===== src/rtl/poly_ram_reader.sv =====
// Read-side master for the coefficient dual-port RAM: streams N/2 coefficient
// pairs {odd, even} in natural or bit-reversed order over a valid/ready link.
module poly_ram_reader #(
  parameter int DATA_WIDTH = 16,
  parameter int ADDR_WIDTH = 8
) (
  input  logic                    clk_i,
  input  logic                    rst_i,
  input  logic                    start_i,
  input  logic                    bitrev_i,
  output logic                    busy_o,
  output logic                    done_o,
  output logic                    we_a_o,
  output logic                    we_b_o,
  output logic [ADDR_WIDTH-1:0]   addr_a_o,
  output logic [ADDR_WIDTH-1:0]   addr_b_o,
  output logic [DATA_WIDTH-1:0]   din_a_o,
  output logic [DATA_WIDTH-1:0]   din_b_o,
  input  logic [DATA_WIDTH-1:0]   dout_a_i,
  input  logic [DATA_WIDTH-1:0]   dout_b_i,
  output logic                    m_valid_o,
  input  logic                    m_ready_i,
  output logic [2*DATA_WIDTH-1:0] m_data_o
);

  localparam int KW = ADDR_WIDTH - 1;
  localparam logic [KW-1:0] K_LAST = {KW{1'b1}};

  typedef enum logic [1:0] {S_IDLE, S_RUN, S_DRAIN, S_DONE} state_t;

  state_t                  state_q;
  logic [KW-1:0]           k_q;
  logic                    bitrev_q;
  logic                    inflight_q;
  logic                    busy_q;
  logic                    done_q;
  logic [ADDR_WIDTH-1:0]   addr_a_q;
  logic [ADDR_WIDTH-1:0]   addr_b_q;

  logic [1:0]              count_q;
  logic [1:0]              count_d;
  logic                    rd_ptr_q;
  logic                    wr_ptr_q;
  logic [2*DATA_WIDTH-1:0] mem_q [2];

  logic                    pop;
  logic                    issue;

  function automatic logic [ADDR_WIDTH-1:0] pair_addr(input logic [KW-1:0] k,
                                                      input logic odd,
                                                      input logic rev);
    logic [ADDR_WIDTH-1:0] a;
    logic [ADDR_WIDTH-1:0] r;
    a = {k, odd};
    for (int i = 0; i < ADDR_WIDTH; i++) r[i] = a[ADDR_WIDTH-1-i];
    return rev ? r : a;
  endfunction

  // Occupancy after this edge, counting the pair already in flight; a new
  // read is only issued if its data is guaranteed a slot when it lands.
  always_comb begin
    pop     = (count_q != 2'd0) && m_ready_i;
    count_d = count_q + 2'(inflight_q) - 2'(pop);
    issue   = (state_q == S_RUN) && (count_d < 2'd2);
  end

  always_ff @(posedge clk_i or posedge rst_i) begin
    if (rst_i) begin
      state_q    <= S_IDLE;
      k_q        <= '0;
      bitrev_q   <= 1'b0;
      inflight_q <= 1'b0;
      busy_q     <= 1'b0;
      done_q     <= 1'b0;
      addr_a_q   <= '0;
      addr_b_q   <= '0;
    end else begin
      inflight_q <= issue;
      case (state_q)
        S_IDLE: begin
          done_q <= 1'b0;
          if (start_i) begin
            bitrev_q <= bitrev_i;
            k_q      <= '0;
            addr_a_q <= pair_addr('0, 1'b0, bitrev_i);
            addr_b_q <= pair_addr('0, 1'b1, bitrev_i);
            busy_q   <= 1'b1;
            state_q  <= S_RUN;
          end
        end
        S_RUN: begin
          if (issue) begin
            if (k_q == K_LAST) begin
              state_q <= S_DRAIN;
            end else begin
              k_q      <= k_q + KW'(1);
              addr_a_q <= pair_addr(k_q + KW'(1), 1'b0, bitrev_q);
              addr_b_q <= pair_addr(k_q + KW'(1), 1'b1, bitrev_q);
            end
          end
        end
        S_DRAIN: begin
          if (count_d == 2'd0) begin
            done_q  <= 1'b1;
            state_q <= S_DONE;
          end
        end
        S_DONE: begin
          done_q  <= 1'b0;
          busy_q  <= 1'b0;
          state_q <= S_IDLE;
        end
        default: state_q <= S_IDLE;
      endcase
    end
  end

  always_ff @(posedge clk_i or posedge rst_i) begin
    if (rst_i) begin
      count_q  <= 2'd0;
      rd_ptr_q <= 1'b0;
      wr_ptr_q <= 1'b0;
      for (int i = 0; i < 2; i++) mem_q[i] <= '0;
    end else begin
      if (inflight_q) begin
        mem_q[wr_ptr_q] <= {dout_b_i, dout_a_i};
        wr_ptr_q        <= ~wr_ptr_q;
      end
      if (pop) rd_ptr_q <= ~rd_ptr_q;
      count_q <= count_d;
    end
  end

  assign busy_o    = busy_q;
  assign done_o    = done_q;
  assign we_a_o    = 1'b0;
  assign we_b_o    = 1'b0;
  assign din_a_o   = '0;
  assign din_b_o   = '0;
  assign addr_a_o  = addr_a_q;
  assign addr_b_o  = addr_b_q;
  assign m_valid_o = (count_q != 2'd0);
  assign m_data_o  = mem_q[rd_ptr_q];

endmodule


===== config.mk =====
export PLATFORM = sky130hd
export DESIGN_NAME = poly_ram_reader
export DESIGN_NICKNAME = d
export VERILOG_FILES = /design/src/rtl/poly_ram_reader.sv
export SDC_FILE = /design/constraint.sdc
export NUM_CORES = 1
export LEC_CHECK = 0
export ABC_AREA = 1
export BUFFER_PORTS_ARGS = -buffer_cell sky130_fd_sc_hd__buf_2
export CAP_MARGIN = 10
export CORE_MARGIN = 2
export CORE_UTILIZATION = 48
export DETAILED_ROUTE_END_ITERATION = 7
export GPL_TIMING_DRIVEN = 0
export PLACE_DENSITY = 0.77
export SETUP_SLACK_MARGIN = 0.3
export SLEW_MARGIN = 20
export SYNTH_ARGS = -nofsm -noshare
export SYNTH_HDL_FRONTEND = slang
export SYNTH_SLANG_ARGS = --single-unit

===== constraint.sdc =====
create_clock -name clk_i -period 2.3 [get_ports clk_i]
set_input_delay 0 -clock clk_i [delete_from_list [all_inputs] [get_ports clk_i]]
set_output_delay 0 -clock clk_i [all_outputs]
set_load 0.005 [all_outputs]

==> summary.txt, run 1 <==
Post-detailed-route DRC marker count -> 0
Total number of cells along the worst setup path -> 13
Syn Inst Count -> 573
Endpoint type of the worst setup path -> flip-flop
Wire length of the first global-routing pass -> 18.1 mm
Placement Setup Slack -> 0.284 ns
Filler cell count -> 749
Startpoint type of the worst setup path -> flip-flop
Aggregate routed wire length -> 11.3 mm
Portion of synthesized cell area occupied by the leading cell type -> 0.498
Count of buffers inserted at the top-level ports -> 87
Worst hold slack -> 0.176 ns
Clock latency of the later-clocked register in the worst-skew pair -> 0.36 ns
Number of setup violations in the final report -> 0
Initial cell density of the core -> 0.495
RSZ-0062 raised after global routing -> no
IO Count -> 122
Max Slew Vio Count -> 0
Critical Path Fanout Max -> 6
Area leader, netlist -> sky130_fd_sc_hd__dfrtp_1
Worst min-delay path class -> input port to async pin
ANT cells -> 0
Number of hold violations in the final report -> 0
CTS root buffer -> sky130_fd_sc_hd__clkbuf_8
Total Nets Final -> 794
Synthesized area per cell -> 7.99 um2
Number of antenna violations at the first check in global routing -> 0
Run status -> complete, no violations
HPWL after DPL -> 7.51 mm
Average wire length per cell after detail routing -> 12.8 um
Most common cell after layout, fill and taps aside -> sky130_fd_sc_hd__nand2_1
Initial DRT Pass Iterations -> 4
Synth Area in Simple Gates -> 0.228
Via count of the routed design -> 4159
Final Skew -> 0.0148 ns
Largest net degree at the start of global routing -> 30
Maximum Capacitance Violations -> 0
Mean number of vias per cell -> 4.70
Synthesis-stage register bit count -> 91
Combinational family with the most area after synthesis -> simple AND/OR/NAND/NOR gates
Clock transition at the register clock pins on the worst setup and hold paths after CTS -> 0.09 ns
Post-Synth Adder-Cell Area -> 0.0191
F_max -> 522 MHz
Finished Layout Cells -> 884
Critical Path Max Stage Delay -> 0.41 ns
Sequential cell area fraction in the yosys report -> 0.498
Critical path buffer and inverter count -> 4
Cell area after technology mapping -> 4580 um2
Crit-path most repeated cell -> sky130_fd_sc_hd__nand2_2
Crit path DAT -> 2.16 ns
Crit-path leading delay family -> simple AND/OR/NAND/NOR gates
Relative max-transition margin -> 0.639
Worst endpoint required time -> 2.54 ns
Count of cell types in the netlist -> 29
Standard cell with the maximum stage delay on the critical path -> sky130_fd_sc_hd__dfrtp_1
ANT nets after route -> 0
Fraction of synthesized cell area in xor and xnor cells -> 0.00383
Final period demand of the worst path -> 1.92 ns
Top cells by area in the synthesized netlist -> sky130_fd_sc_hd__dfrtp_1 (50%), sky130_fd_sc_hd__nand2_1 (18%), sky130_fd_sc_hd__o21ai_0 (7.8%)
Core outline area -> 9240 um2
Post-route fraction of the period consumed by the critical path -> 0.833
Floorplan row count -> 35
Least-Margin Pin Slew -> 0.541 ns
# H-tree levels -> 3
Sum Neg Setup Slack -> 0 ns
Fraction of final layout cells with drive strength greater than 1 -> 0.262
Cell Count Post-Placement -> 825
Setup Crit Path Kind -> flip-flop to flip-flop
Power per unit of standard cell area -> 1260 nW/um2
Series of cell instances along the critical path -> inv_2, nand2_2, nand2_2, inv_1, ha_1, inv_1, ha_4, nand3_2, nand3_4, nand3_4, clkbuf_16, nand2_2, o21ai_1
Iter 0 DRT Violations -> 183
Num Clock Sinks -> 91
Max Buffers Root-to-Sink -> 2
Max IR drop VDD -> 0.000666 V
Fin worst setup slack -> 0.383 ns
Area added between synthesis and finish -> 32.2%
Static leakage power -> 0.00338 uW
Total global routing overflow -> 0
Via count of the first global-routing pass -> 4055
Yosys warnings -> 0
Die ar. -> 10300 um2
Height of the chip -> 102 um
Portion of netlist area occupied by mux cells -> 0
Synth Area in Compound Gates -> 0.104
Number of buffers created by CTS -> 9
CTS tree -> yes
Highest-count cells in the layout ignoring fill and taps -> sky130_fd_sc_hd__nand2_1 (215), sky130_fd_sc_hd__buf_2 (91), sky130_fd_sc_hd__dfrtp_1 (91)
Width of the die -> 102 um
Depth of the most critical reg-to-reg path -> 13
Combined global-route utilization of all metal layers -> 0.222
Weighted congestion at the end of routability-driven global placement -> 0.840
==> worst min-delay path, stage by stage <==
cell and delay (ns):
sky130_fd_sc_hd__dlygate4sd3_1 0.54, sky130_fd_sc_hd__buf_2 0.14, sky130_fd_sc_hd__clkinvlp_4 0.24
==> logic make-up (layout without fill, tap and decap cells) <==
group / after synthesis / after routing
buffers and inverters: 127 / 276
XOR/XNOR: 2 / 2
flip-flops: 91 / 91
AO/OA/AOI/OAI: 88 / 88
adder cells (fa/ha/maj): 7 / 7
other: 1 / 34
AND/OR/NAND/NOR: 257 / 257
==> state kept, by name, indices dropped and copies added (netlist names), 2 cells and up <==
signal and flops:
addr_a_o 8, mem_q 64, state_q 2, addr_b_o 2, count_q 2, k_q 7
==> power by group <==
part / internal [uW] / leakage (uW) / switching, uW
combinational: 1680 / 0.00217 / 2190
clock: 427 / 0.0000895 / 578
sequential: 2340 / 0.00113 / 407
total: 4450 / 0.00338 / 3180
==> synthesized netlist by cell type, drive strengths merged <==
master	number
a21oi	3
a22oi	1
buf	48
clkbuf	17
clkinv	2
conb	1
dfrtp	91
ha	7
inv	60
nand2	229
nand3	15
nor2	10
nor3	1
o21ai	83
o22ai	1
or2	2
xor2	2
==> what timing repair did <==
action | in CTS | in global routing
setup endpoints to repair | 7 | 41
hold buffers | 37 | 0
resized for setup | 0 | 24
setup buffers | 0 | 4
gates cloned | 0 | 2
pin swaps | 0 | 7
endpoints found under the hold margin | 109 | 0
==> per-stage QoR <==
stage                     power, uW  instance area (um2)  utilization
final                          7620                 6050        0.655
after global routing           8330                 6050        0.655
after CTS                      7300                 5920        0.640
after detailed placement       6230                 5370        0.581
after global placement         6060                 5300        0.574
after floorplan                5000                 4700            -
==> final timing paths <==
kind | end | slack (ns) | startpoint
worst max-delay path | addr_a_o[5] | 0.38 | count_q[1]
worst min-delay path | addr_b_o[7] | 0.18 | rst_i
worst max register to register | addr_a_o[5] | 0.38 | count_q[1]
worst min register to register | addr_a_o[0] | 0.49 | addr_a_o[0]
max in group asynchronous | mem_q[14] | 1.29 | rst_i
min in group clk_i | count_q[0] | 0.26 | m_ready_i
==> cell type report <==
cell class,instances,area [um2],area share
Multi-Input combinational cell,388,1810,0.300
Inverter,62,236,0.0391
Clock inverter,5,38.8,0.00641
Sequential cell,91,2280,0.376
Buffer,65,442,0.0730
Timing Repair Buffer,133,940,0.155
Clock buffer,11,141,0.0234
Tap cell,129,161,0.0267
==> metal layers <==
layer | track usage | up-vias | wire length, um
li1 | - | 2042 | -
met1 | 0.272 | 1935 | 4590
met2 | 0.380 | 154 | 5760
met3 | 0.0524 | 28 | 700
met4 | 0.0832 | 0 | 237
met5 | 0 | - | 0
Power figures use the tool's default switching activity.
==> run 2: changes to the inputs <==
==> constraint.sdc (replaced) <==
create_clock -name clk_i -period 1.7 [get_ports clk_i]
set_input_delay 0 -clock clk_i [delete_from_list [all_inputs] [get_ports clk_i]]
set_output_delay 0 -clock clk_i [all_outputs]
set_load 0.005 [all_outputs]
==> summary.txt, run 2 (synthesis gave the netlist of run 1 again) <==
Maximum Capacitance Violations -> 0
Area added between synthesis and finish -> 37.9%
R2R Path Start -> count_q[1]
# H-tree levels -> 3
Least-Margin Pin Slew -> 0.678 ns
Worst min-delay path class -> input port to flip-flop
Initial cell density of the core -> 0.495
Post-detailed-route DRC marker count -> 0
Relative max-transition margin -> 0.547
Total area of multi-input combinational cells -> 1890 um2
HPWL after DPL -> 7.37 mm
Aggregate routed wire length -> 11.2 mm
Power per unit of standard cell area -> 1750 nW/um2
Worst hold slack -> 0.0243 ns
Max Slew Vio Count -> 0
Initial DRT Pass Iterations -> 4
Combined global-route utilization of all metal layers -> 0.220
Depth of the most critical reg-to-reg path -> 15
Die ar. -> 10300 um2
Largest Register -> mem_q
ANT nets after route -> 0
Worst endpoint required time -> 2.00 ns
Average wire length per cell after detail routing -> 12.6 um
Total global routing overflow -> 0
Core outline area -> 9240 um2
Fin worst setup slack -> -0.140 ns
Num Clock Sinks -> 91
Register Area -> 2280 um2
Number of antenna violations at the first check in global routing -> 0
Crit path DAT -> 2.14 ns
Number of flip-flops in the largest register -> 64
Startpoint type of the worst setup path -> flip-flop
Final period demand of the worst path -> 1.84 ns
Clock transition at the register clock pins on the worst setup and hold paths after CTS -> 0.09 ns
Static leakage power -> 0.00352 uW
Number of hold violations in the final report -> 0
Floorplan row count -> 35
Highest-count cells in the layout ignoring fill and taps -> sky130_fd_sc_hd__nand2_1 (203), sky130_fd_sc_hd__dfrtp_1 (91), sky130_fd_sc_hd__buf_2 (87)
Placement Setup Slack -> -0.267 ns
Reg-to-reg setup timing slack -> -0.14 ns
Filler cell count -> 766
Mean number of vias per cell -> 4.65
Via count of the routed design -> 4142
Endpoint type of the worst setup path -> flip-flop
Failing checks -> setup timing
Post-route fraction of the period consumed by the critical path -> 1.08
RSZ-0062 raised after global routing -> yes
CTS tree -> yes
CTS root buffer -> sky130_fd_sc_hd__clkbuf_8
Endpoint of the worst-slack reg-to-reg timing path -> addr_a_o[7]
Clock latency of the later-clocked register in the worst-skew pair -> 0.36 ns
ANT cells -> 0
Largest net degree at the start of global routing -> 33
Max Buffers Root-to-Sink -> 2
Setup Crit Path Kind -> flip-flop to flip-flop
Timing startpoint of the critical path -> count_q[1]
Weighted congestion at the end of routability-driven global placement -> 0.816
Via count of the first global-routing pass -> 4051
Most common cell after layout, fill and taps aside -> sky130_fd_sc_hd__nand2_1
End point of the critical path -> addr_a_o[7]
IO Count -> 122
Run status -> finished, violations left
Iter 0 DRT Violations -> 159
Final Skew -> 0.0163 ns
Max IR drop VDD -> 0.000954 V
Height of the chip -> 102 um
Fraction of final layout cells with drive strength greater than 1 -> 0.318
Number of setup violations in the final report -> 19
Number of buffers created by CTS -> 9
Count of buffers inserted at the top-level ports -> 87
Total Nets Final -> 800
Min-Delay Startpoint -> m_ready_i
Wire length of the first global-routing pass -> 18.1 mm
Layout Utilization -> 0.683
Width of the die -> 102 um
F_max -> 544 MHz
Critical Path Fanout Max -> 5
## run 2: changes by cell type in the layout (fill, tap and decap cells not counted), sizes merged
| cell | change |
|---|---|
| buf | +14 |
| clkbuf | -8 |
| inv | +4 |
| clkinv | -3 |
| dlygate4sd3 | -2 |
| bufinv | +1 |
## run 2: timing repair
| item | 4_1_cts | 5_1_grt |
|---|---|---|
| resized for setup | 47 | 53 |
| buffers inserted | 9 | 2 |
| setup endpoints to repair | 77 | 107 |
| gates cloned | 1 | 3 |
| hold buffers | 35 | 0 |
| pin swaps | 9 | 7 |
| hold endpoints to repair | 96 | 0 |
## run 2: per-layer routing
metal,wire [um],global-route usage,share of wire
met3,523,0.0290,0.047
met5,0,0,0
met2,6000,0.401,0.53
met1,4500,0.267,0.40
met4,204,0.0759,0.018
## run 2: layout make-up
| cell class | instances | share of cell area |
|---|---|---|
| Clock inverter | 7 | 0.0127 |
| Sequential cell | 91 | 0.361 |
| Buffer | 65 | 0.0865 |
| Tap cell | 129 | 0.0256 |
| Timing Repair Buffer | 139 | 0.155 |
| Clock buffer | 9 | 0.0196 |
| Multi-Input combinational cell | 388 | 0.299 |
| Inverter | 62 | 0.0399 |
## run 2: metrics by stage
stage / std cells / setup TNS [ns] / cell area [um2] / power [uW]
global placement: 822 / -2.99 / 5310 / 8220
detailed placement: 824 / -4.50 / 5350 / 8440
floorplan: 606 / -0.813 / 4710 / 6780
CTS: 885 / -1.75 / 6130 / 10600
finish: 890 / -2.27 / 6310 / 11100
global route: 890 / -4.29 / 6310 / 12000
## run 2: worst min path at each step
stage,endpoint,slack (ns),depth (start not counted)
3_3_place_gp,rd_ptr_q,0.27,3
2_1_floorplan,rd_ptr_q,0.15,2
6_report,rd_ptr_q,0.02,4
5_1_grt,rd_ptr_q,0.04,4
3_5_place_dp,done_o,0.14,2
4_1_cts,rd_ptr_q,-0.004,4
## run 2: worst max-delay path, stage by stage (launching register included)
cell,delay (ns)
sky130_fd_sc_hd__dfrtp_1,0.39
sky130_fd_sc_hd__inv_2,0.07
sky130_fd_sc_hd__nand2_2,0.06
sky130_fd_sc_hd__nand2_2,0.07
sky130_fd_sc_hd__inv_2,0.05
sky130_fd_sc_hd__ha_4,0.25
sky130_fd_sc_hd__inv_2,0.04
sky130_fd_sc_hd__ha_4,0.17
sky130_fd_sc_hd__inv_4,0.06
sky130_fd_sc_hd__nand2_4,0.06
sky130_fd_sc_hd__nand3_4,0.09
sky130_fd_sc_hd__nand2_4,0.07
sky130_fd_sc_hd__nor2_4,0.12
sky130_fd_sc_hd__buf_6,0.14
sky130_fd_sc_hd__nand3_2,0.06
sky130_fd_sc_hd__nand2_1,0.08
## run 2: power by group
group	internal, uW	switching (uW)
combinational	2690	3110
sequential	3160	571
clock	704	828
==> run 3: changes to the inputs <==
--- a/config.mk
+++ b/config.mk
@@ -6,7 +6,7 @@
 export NUM_CORES = 1
 export LEC_CHECK = 0
 export ABC_AREA = 1
-export BUFFER_PORTS_ARGS = -buffer_cell sky130_fd_sc_hd__buf_2
+export BUFFER_PORTS_ARGS = -buffer_cell sky130_fd_sc_hd__buf_4
 export CAP_MARGIN = 10
 export CORE_MARGIN = 2
 export CORE_UTILIZATION = 48
==> summary.txt, run 3 (synthesis gave the netlist of run 1 again) <==
Via count of the routed design -> 4458
Number of flip-flops in the largest register -> 64
Power per unit of standard cell area -> 1870 nW/um2
Endpoint type of the worst setup path -> flip-flop
ANT nets after route -> 0
Fin worst setup slack -> -0.188 ns
Highest-count cells in the layout ignoring fill and taps -> sky130_fd_sc_hd__nand2_1 (154), sky130_fd_sc_hd__buf_4 (122), sky130_fd_sc_hd__dfrtp_1 (91)
Static leakage power -> 0.00378 uW
Relative max-transition margin -> 0.588
Setup Crit Path Kind -> flip-flop to flip-flop
Post-route fraction of the period consumed by the critical path -> 1.11
RSZ-0062 raised after global routing -> yes
Timing startpoint of the critical path -> count_q[1]
Number of buffers created by CTS -> 9
Placement Setup Slack -> -0.261 ns
Largest Register -> mem_q
Mean number of vias per cell -> 4.95
Number of setup violations in the final report -> 20
IO Count -> 122
Num Clock Sinks -> 91
CTS root buffer -> sky130_fd_sc_hd__clkbuf_8
# H-tree levels -> 3
Initial DRT Pass Iterations -> 5
Number of antenna violations at the first check in global routing -> 0
Switching portion of total power -> 0.407
Die ar. -> 10300 um2
Fraction of final layout cells with drive strength greater than 1 -> 0.391
Net switching power figure -> 5290 uW
Final Skew -> 0.0130 ns
Combinational share of power -> 0.575
Count of buffers inserted at the top-level ports -> 87
Area added between synthesis and finish -> 52.1%
Proportion of power drawn by the clock network -> 0.125
Max IR drop VDD -> 0.000867 V
Post-detailed-route DRC marker count -> 0
Most common cell after layout, fill and taps aside -> sky130_fd_sc_hd__nand2_1
Least-Margin Pin Slew -> 0.616 ns
Largest net degree at the start of global routing -> 36
Worst min-delay path class -> input port to flip-flop
Run status -> finished, violations left
Combined global-route utilization of all metal layers -> 0.235
Crit path DAT -> 2.14 ns
Failing checks -> setup timing
Clock transition at the register clock pins on the worst setup and hold paths after CTS -> 0.09 ns
Aggregate routed wire length -> 13.3 mm
Via count of the first global-routing pass -> 4217
Maximum Capacitance Violations -> 0
Average wire length per cell after detail routing -> 14.8 um
Core outline area -> 9240 um2
Post-route cell area -> 6960 um2
HPWL after DPL -> 7.59 mm
Worst endpoint required time -> 1.96 ns
Number of hold violations in the final report -> 0
Min-Delay Startpoint -> m_ready_i
Height of the chip -> 102 um
Post-DP Area -> 5570 um2
Weighted congestion at the end of routability-driven global placement -> 0.799
Width of the die -> 102 um
Filler cell count -> 582
Total global routing overflow -> 0
Max Buffers Root-to-Sink -> 2
Total Nets Final -> 810
Layout Utilization -> 0.753
Final period demand of the worst path -> 1.89 ns
Internal power of the cells -> 7700 uW
Critical Path Fanout Max -> 2
R2R Path Start -> count_q[1]
Max Slew Vio Count -> 0
Sequential share of power -> 0.300
Floorplan row count -> 35
Worst hold slack -> 0.242 ns
Iter 0 DRT Violations -> 206
Wire length of the first global-routing pass -> 19.1 mm
F_max -> 530 MHz
Initial cell density of the core -> 0.495
Startpoint type of the worst setup path -> flip-flop
CTS tree -> yes
Clock latency of the later-clocked register in the worst-skew pair -> 0.37 ns
-- run 3: cell types whose count changed in the layout (fill, tap and decap cells not counted), moves of 3 or more --
cell,previous run,this run
sky130_fd_sc_hd__nand2_1,203,154
sky130_fd_sc_hd__nand2_4,4,24
sky130_fd_sc_hd__buf_8,3,6
sky130_fd_sc_hd__buf_6,9,36
sky130_fd_sc_hd__o21ai_1,5,10
sky130_fd_sc_hd__nand2_2,22,51
sky130_fd_sc_hd__o21ai_0,67,61
sky130_fd_sc_hd__clkinv_4,0,3
sky130_fd_sc_hd__buf_4,55,122
sky130_fd_sc_hd__inv_6,3,0
sky130_fd_sc_hd__buf_2,87,1
-- run 3: final timing paths --
kind                          endpoint  slack, ns  depth (start not counted)
setup reg to reg              rd_ptr_q      -0.19                         14
hold / removal              count_q[0]       0.24                          6
setup / recovery              rd_ptr_q      -0.19                         14
min in group asynchronous    mem_q[52]       0.26                          3
max in group asynchronous  addr_a_o[5]       0.63                          5
hold reg to reg            addr_a_o[7]       0.49                          2
-- run 3: power by group through the flow --
stage / registers (uW) / clock network (uW) / logic [uW]
2_1_floorplan: 3630 / 0 / 3160
6_report: 3890 / 1620 / 7470
5_1_grt: 3990 / 1740 / 8100
3_3_place_gp: 3690 / 0 / 4990
4_1_cts: 3710 / 1630 / 5790
3_5_place_dp: 3740 / 0 / 5170
-- run 3: critical path: stages (launching register included) --
cell,delay (ns)
sky130_fd_sc_hd__dfrtp_1,0.37
sky130_fd_sc_hd__inv_2,0.06
sky130_fd_sc_hd__nand2_4,0.07
sky130_fd_sc_hd__nand2_4,0.05
sky130_fd_sc_hd__buf_4,0.13
sky130_fd_sc_hd__buf_6,0.11
sky130_fd_sc_hd__buf_6,0.10
sky130_fd_sc_hd__buf_6,0.10
sky130_fd_sc_hd__buf_6,0.10
sky130_fd_sc_hd__buf_4,0.12
sky130_fd_sc_hd__buf_4,0.12
sky130_fd_sc_hd__buf_6,0.10
sky130_fd_sc_hd__buf_6,0.10
sky130_fd_sc_hd__buf_6,0.10
sky130_fd_sc_hd__xor2_1,0.14
-- run 3: routing by layer --
metal	global-route usage	up-vias	wire, um
li1	-	2086	-
met1	0.278	2138	4930
met2	0.419	197	7190
met3	0.0442	37	764
met4	0.0977	0	422
met5	0	-	0
-- run 3: stage by stage --
step	instances	power [uW]	setup TNS (ns)
floorplan	606	6780	-0.813
global placement	822	8670	-3.30
detailed placement	824	8910	-4.28
CTS	889	11100	-1.77
global route	899	13800	-4.57
finish	900	13000	-2.62
-- run 3: area by class of cell --
class	count	area (um2)	area share
Sequential cell	91	2280	0.327
Multi-Input combinational cell	388	2110	0.303
Timing Repair Buffer	149	1410	0.202
Buffer	65	539	0.0775
Inverter	62	249	0.0358
Tap cell	129	161	0.0232
Clock buffer	9	124	0.0178
Clock inverter	6	91.3	0.0131
Antenna cell	1	2.50	0.000360
-- run 3: repair_timing --
item	CTS	global route
cloned	1	4
gates resized for setup	43	156
hold buffers	35	0
pin swaps	9	29
setup buffers	14	6
setup endpoints to repair	89	100
endpoints found under the hold margin	92	0
